--- config.mk ---
export PLATFORM = sky130hd
export DESIGN_NAME = uart_tx_frame
export DESIGN_NICKNAME = d
export VERILOG_FILES = /design/src/rtl/uart_tx_frame.sv
export SDC_FILE = /design/constraint.sdc
export NUM_CORES = 1
export LEC_CHECK = 0
export CAP_MARGIN = 30
export CORE_ASPECT_RATIO = 0.75
export CORE_UTILIZATION = 57
export DETAILED_ROUTE_END_ITERATION = 8
export DONT_BUFFER_PORTS = 1
export PLACE_DENSITY_LB_ADDON = 0.08
export SYNTH_ARGS = -nofsm -noshare
export SYNTH_HDL_FRONTEND = slang
export SYNTH_SLANG_ARGS = --single-unit
--- constraint.sdc ---
create_clock -name src_clk -period 2.4 [get_ports src_clk]
set_input_delay 0.72 -clock src_clk [delete_from_list [all_inputs] [get_ports src_clk]]
set_output_delay 0.72 -clock src_clk [all_outputs]
set_load 0.005 [all_outputs]
--- src/rtl/uart_tx_frame.sv ---
// UART transmitter: 8N1 frames LSB first at a switch-selected baud rate.
// Define UART_TX_PARITY_EN to insert an even-parity bit (8E1 frames).
module uart_tx_frame #(
    parameter int DIV_9600   = 5208,
    parameter int DIV_57600  = 868,
    parameter int DIV_115200 = 434
) (
    input  logic       src_clk,
    input  logic       rst,
    input  logic [1:0] baud_sel,
    input  logic [7:0] tx_data,
    input  logic       tx_start,
    output logic       tx,
    output logic       busy,
    output logic       tx_done
);

    localparam int DIV_A   = (DIV_9600 > DIV_57600) ? DIV_9600 : DIV_57600;
    localparam int DIV_MAX = (DIV_A > DIV_115200) ? DIV_A : DIV_115200;
    localparam int CW      = $clog2(DIV_MAX + 1);

    typedef enum logic [2:0] {
        IDLE,
        START,
        DATA,
`ifdef UART_TX_PARITY_EN
        PARITY,
`endif
        STOP
    } state_t;

    state_t        state_q, state_d;
    logic [CW-1:0] cnt_q, cnt_d;
    logic [CW-1:0] div_q, div_d;
    logic [CW-1:0] div_sel;
    logic [2:0]    bit_q, bit_d;
    logic [2:0]    bit_nxt;
    logic [7:0]    shift_q, shift_d;
    logic          tx_d, busy_d, done_d;
    logic          bit_end;
`ifdef UART_TX_PARITY_EN
    logic          par_q, par_d;
`endif

    always_comb begin
        unique case (baud_sel)
            2'b01:   div_sel = CW'(DIV_57600);
            2'b10:   div_sel = CW'(DIV_115200);
            default: div_sel = CW'(DIV_9600);
        endcase
    end

    assign bit_end = (cnt_q == div_q - CW'(1));
    assign bit_nxt = bit_q + 3'd1;

    always_comb begin
        state_d = state_q;
        cnt_d   = bit_end ? '0 : cnt_q + CW'(1);
        div_d   = div_q;
        bit_d   = bit_q;
        shift_d = shift_q;
        tx_d    = tx;
        busy_d  = busy;
        done_d  = 1'b0;
`ifdef UART_TX_PARITY_EN
        par_d   = par_q;
`endif
        unique case (state_q)
            IDLE: begin
                cnt_d  = '0;
                tx_d   = 1'b1;
                busy_d = 1'b0;
                if (tx_start) begin
                    shift_d = tx_data;
                    div_d   = div_sel;
`ifdef UART_TX_PARITY_EN
                    par_d   = ^tx_data;
`endif
                    state_d = START;
                    busy_d  = 1'b1;
                    tx_d    = 1'b0;
                end
            end
            START: begin
                if (bit_end) begin
                    state_d = DATA;
                    bit_d   = 3'd0;
                    tx_d    = shift_q[0];
                end
            end
            DATA: begin
                if (bit_end) begin
                    if (bit_q == 3'd7) begin
`ifdef UART_TX_PARITY_EN
                        state_d = PARITY;
                        tx_d    = par_q;
`else
                        state_d = STOP;
                        tx_d    = 1'b1;
`endif
                    end else begin
                        bit_d = bit_nxt;
                        tx_d  = shift_q[bit_nxt];
                    end
                end
            end
`ifdef UART_TX_PARITY_EN
            PARITY: begin
                if (bit_end) begin
                    state_d = STOP;
                    tx_d    = 1'b1;
                end
            end
`endif
            STOP: begin
                tx_d = 1'b1;
                if (bit_end) begin
                    state_d = IDLE;
                    busy_d  = 1'b0;
                    done_d  = 1'b1;
                end
            end
            default: begin
                state_d = IDLE;
                cnt_d   = '0;
                tx_d    = 1'b1;
                busy_d  = 1'b0;
            end
        endcase
    end

    always_ff @(posedge src_clk) begin
        if (rst) begin
            state_q <= IDLE;
            cnt_q   <= '0;
            div_q   <= CW'(DIV_9600);
            bit_q   <= 3'd0;
            shift_q <= 8'd0;
            tx      <= 1'b1;
            busy    <= 1'b0;
            tx_done <= 1'b0;
`ifdef UART_TX_PARITY_EN
            par_q   <= 1'b0;
`endif
        end else begin
            state_q <= state_d;
            cnt_q   <= cnt_d;
            div_q   <= div_d;
            bit_q   <= bit_d;
            shift_q <= shift_d;
            tx      <= tx_d;
            busy    <= busy_d;
            tx_done <= done_d;
`ifdef UART_TX_PARITY_EN
            par_q   <= par_d;
`endif
        end
    end

endmodule
======== Yosys cells after proc, flatten, opt, wreduce, memory -nomap -nowiden ========
Cells that the tools add are included.
storage, ports and cells
  input bits .............................. 13
  register bits ........................... 43
  word-level logic and storage cells ...... 60
  output and inout bits ................... 3
cells by class
  equality and inequality tests ........... 13
  mux-type cells .......................... 21
  bitwise logic cells ..................... 3
  order comparisons ....................... 1
  reduce and logical (&&, ||, !) cells .... 11
  $add $sub $neg .......................... 3
operator list
  cell                                                  count
  one-hot mux 13 bit (2 select lines)                   1
  2-to-1 mux 3 bit                                      7
  adder 13 x 1 -> 13 bit (second input constant)        1
  equality test 13 bit                                  1
  subtractor 13 x 1 -> 13 bit (second input constant)   1
  inequality test 2 bit (second input constant)         6
  one-hot mux 3 bit (4 select lines)                    1
  2-to-1 mux 1 bit                                      8
  equality test 3 x 2 -> 1 bit (second input constant)  2
  one-hot mux 1 bit (3 select lines)                    2
  one-hot mux 3 bit (2 select lines)                    1
  AND reduction 2 bit                                   3
  OR reduction 3 bit                                    2
  AND reduction 5 bit                                   1
  < comparator 3 x 4 -> 1 bit (second input constant)   1
  AND reduction 4 bit                                   1
  OR reduction 2 bit                                    2
  adder 3 x 1 -> 3 bit (second input constant)          1
  binary-select mux 1 bit (select 3 bit)                1
  equality test 3 x 1 -> 1 bit (second input constant)  1
  equality test 3 bit (second input constant)           1
  zero test 3 bit                                       1
  NOT 1 bit                                             3
  equality test 2 x 1 -> 1 bit (second input constant)  1
  other kinds (2)                                       2

======== Longest topological paths before layout ========
  depth in word-level cells ............... 6
  depth in mapped cells ................... 11
  gate-level depth less buffers ........... 9

======== Worst setup path before layout ========
OpenSTA, ideal clock, no wires.
  path type ............................... register to register
  start point ............................. register div_q[7]
  end point ............................... register bit_q[0]
  buffers on the path ..................... 1
  library setup time ...................... 0.072 ns
  cell stages (with the launch flop) ...... 11
  arrival ................................. 2.334 ns
  setup slack ............................. -0.006 ns
  cell sequence ........................... dfxtp_1 -> buf_2 -> inv_1 -> ha_1 -> nor4b_2 -> and2b_1 -> a211oi_1 -> nor3_2 -> nor4_4 -> a21boi_4 -> mux2i_1
between the ends
  cells in the longest elaborated chain, start to end .. 4
  elaborated cells between the ends (all ways) .. 5
  those cells by class .................... add/sub (1); eq/ne (3); reduce/logical (1)
RTL lines
  element                            RTL line  RTL
  from (decl)                        34        logic [CW-1:0] div_q, div_d;
  from (signal assigned)             136       div_q <= CW'(DIV_9600);
  from (signal assigned)             148       div_q <= div_d;
  subtractor 13 x 1 -> 13 bit (*)    53        assign bit_end = (cnt_q == div_q - CW'(1));
  equality test 13 bit (*)           53
  inequality test 2 bit (no line)    -
  AND reduction 4 bit (no line) (*)  -
  to (signal assigned)               149       bit_q <= bit_d;
  to (decl)                          36        logic [2:0] bit_q, bit_d;
Every way passes the cells marked *; elsewhere a longest branch is shown, timed or not.
A chain may end at the register's enable or synchronous reset.

======== Worst setup path after layout ========
  start point ............................. register div_q[7]
  end point ............................... register bit_q[2]
The elaborated chain is that of the path after synthesis.

==> results.json <==
{
  "grt-busiest-layer": "met2",
  "area_growth_syn_to_layout_pct": 10.8,
  "die_area_sq_mm": 0.00383,
  "period_minus_slack_ns": 2.26,
  "dr.first_iter.drc_count": 90,
  "via_per_inst": 5.63,
  "ys_warn_count": 0,
  "grt_overflow": 0,
  "synth-adder-area-share_pct": 7.97,
  "place_congestion": 0.881,
  "cts_buffer_depth": 2,
  "grt_start_max_net_pins": 30,
  "worst_pin_slew_ns": 0.568,
  "vias": 1554,
  "crit_path_end_kind": "flop",
  "drc": 0,
  "synth_top_family_by_area": "simple AND/OR/NAND/NOR gates",
  "hold-worst-slack_ns": 0.452,
  "cts_buffers": 5,
  "worstPathArrival_ns": 2.48,
  "synthTopCellsByArea": "dfxtp_1, ha_1, nand2_1",
  "antenna_cells": 0,
  "rsz0062_at_grt": "no",
  "tritoncts": "yes",
  "yosysUniqueCellTypes": 51,
  "clk_latency_ns": 0.28,
  "wirelength_mm": 3.98,
  "syn_area_sq_mm": 0.00204,
  "cts.htree.levels": 2,
  "grtUsageTotal_pct": 22.1,
  "synth.mux.area_fraction_pct": 4.72,
  "avgSynthCellArea_sq_um": 8.76,
  "num_rows": 18,
  "dp_hpwl_mm": 2.96,
  "yosys.area_share.simple_pct": 27.1,
  "setup_violations": 0,
  "rrSetupSlack_ns": 0.14,
  "p_leak_nw": 0.880,
  "synth_xor_area_share_pct": 9.44,
  "grt_pass1_vias": 1402,
  "clock_skew_ns": 0.00735,
  "io-pin-count": 16,
  "portBuffers": 0,
  "use_met2_pct": 35.6,
  "initial_core_util_pct": 60.8,
  "synth_top_area_cell": "dfxtp_1",
  "antenna_found_initial": 0,
  "critical_path_required_ns": 2.61,
  "synth-compound-area-share_pct": 11.6,
  "core-area_sq_mm": 0.00336,
  "cp-start-kind": "flop",
  "die_x_um": 71.1,
  "wl_per_cell_um": 14.4,
  "nets": 261,
  "syn-num-nets": 259,
  "achievable-frequency_mhz": 442,
  "firstDrtPassIters": 6,
  "cts_root_buf": "clkbuf_8",
  "route.antenna.remaining_nets": 0,
  "cts-hold-fix-buffers": 0,
  "critical_path_class": "reg2reg",
  "ir_drop_mv": 0.591,
  "hold_viol_final": 0,
  "path_max_fanout": 7,
  "synth-edff-count": 0,
  "max_slew_margin_pct": 62.1,
  "period_share_pct": 94.3,
  "clk_pin_slew_worst_paths_ns": 0.08,
  "grt_first_pass_wirelength_mm": 6.39,
  "die_y_um": 53.8,
  "synthArstFlopShare_pct": 0,
  "ys_seq_area_share_pct": 34.3,
  "fill_cells": 278,
  "slew_viol_final": 0,
  "power_density_mw_per_mm2": 848,
  "finalPower_mw": 1.92,
  "drv_cap": 0,
  "grt.met3_usage_pct": 5.43,
  "syn_inst": 233,
  "cts_sinks": 35,
  "status": "completed",
  "synth_flop_cell": "dfxtp_1",
  "drive_gt1_share_pct": 15.7,
  "grtUsageMet1_pct": 29.9,
  "ys_ff_latch": 35,
  "yosysTopAreaCellShare_pct": 34.3,
  "hold_path.class": "reg2reg"
}
[power by group]
part	internal (mW)	switching [mW]	total (mW)
sequential	0.664	0.108	0.772
clock	0.313	0.224	0.537
combinational	0.259	0.349	0.608
[worst max-delay path, cell delays in order, from the launching register on]
cell and delay, ns:
dfxtp_2 0.34, inv_2 0.10, ha_4 0.15, nor4b_4 0.20, and2b_2 0.24, and4bb_1 0.25
nor3_4 0.06, nor4_4 0.25, buf_4 0.18, a21boi_4 0.23, mux2i_1 0.19
[final timing paths]
| path | startpoint | endpoint | cells past startpoint |
|---|---|---|---|
| max | div_q[7] | bit_q[2] | 10 |
| min | shift_q[2] | shift_q[2] | 2 |
| min reg2reg | shift_q[2] | shift_q[2] | 2 |
| max reg2reg | div_q[7] | bit_q[2] | 10 |
[sequential cells by signal (all words and copies together), names as in the netlist]
signal   count
busy         1
div_q        6
tx           1
cnt_q       13
bit_q        3
tx_done      1
shift_q      8
state_q      2
[cell type report]
type / count / area [sq um] / share of cell area [%]
repair buffers: 7 / 52.6 / 2.32
multi-input cells: 178 / 1310 / 58.0
inverters: 8 / 30.0 / 1.33
clock inverters: 3 / 46.3 / 2.05
flip-flops and latches: 35 / 702 / 31.0
clock buffers: 5 / 68.8 / 3.04
well taps: 40 / 50.0 / 2.21
[stage by stage]
step	instance area (sq um)	worst slack (ns)	cells	utilization, %	setup TNS, ns
global route	2260	0.0399	276	67.4	0
floorplan	2050	0.0385	233	-	0
global placement	2060	0.0294	265	61.3	0
finish	2260	0.136	276	67.4	0
detailed placement	2060	-0.0540	265	61.3	-0.163
CTS	2190	-0.0109	275	65.2	-0.0300
[placed cells by master (no fill, tap or decap), types with 4 or more instances in the layout]
| cell | n |
|---|---|
| inv_1 | 7 |
| dfxtp_1 | 34 |
| nor3_1 | 5 |
| clkbuf_8 | 5 |
| xnor2_1 | 10 |
| xor2_1 | 12 |
| mux2i_1 | 4 |
| buf_4 | 7 |
| o21ai_0 | 5 |
| nand2_1 | 32 |
| and3_1 | 5 |
| nor2_1 | 24 |
| nand2b_1 | 6 |
| nand3_1 | 7 |
| ha_1 | 12 |
| a21oi_1 | 13 |
[per-layer routing]
metal | wire length [um] | vias to the layer above
met1 | 2080 | 727
met4 | 11 | 0
met2 | 1760 | 27
li1 | - | 798
met3 | 130 | 2
met5 | 0 | -
[what timing repair did]
item | in CTS | in global routing
pin swaps | 1 | 3
setup endpoints to repair | 5 | 20
resized for setup | 0 | 12
buffers inserted | 2 | 1
[cells by family (layout without fill, tap and decap cells)]
group / after synthesis / after routing
buf+inv: 20 / 23
mux: 7 / 7
xor+xnor: 22 / 22
simple gates: 102 / 102
fa+ha+maj: 13 / 13
flops: 35 / 35
compound gates: 34 / 34
[cell usage after synthesis, types with 5 or more instances]
cell      number
o21ai_0        5
nand2_1       32
clkbuf_1       5
and3_1         5
inv_1          8
nor2_1        24
ha_1          13
nand3_1        7
dfxtp_1       35
nor3_1         5
a21oi_1       13
xor2_1        12
xnor2_1       10
nand2b_1       6
(Power assumes the default switching activity.)
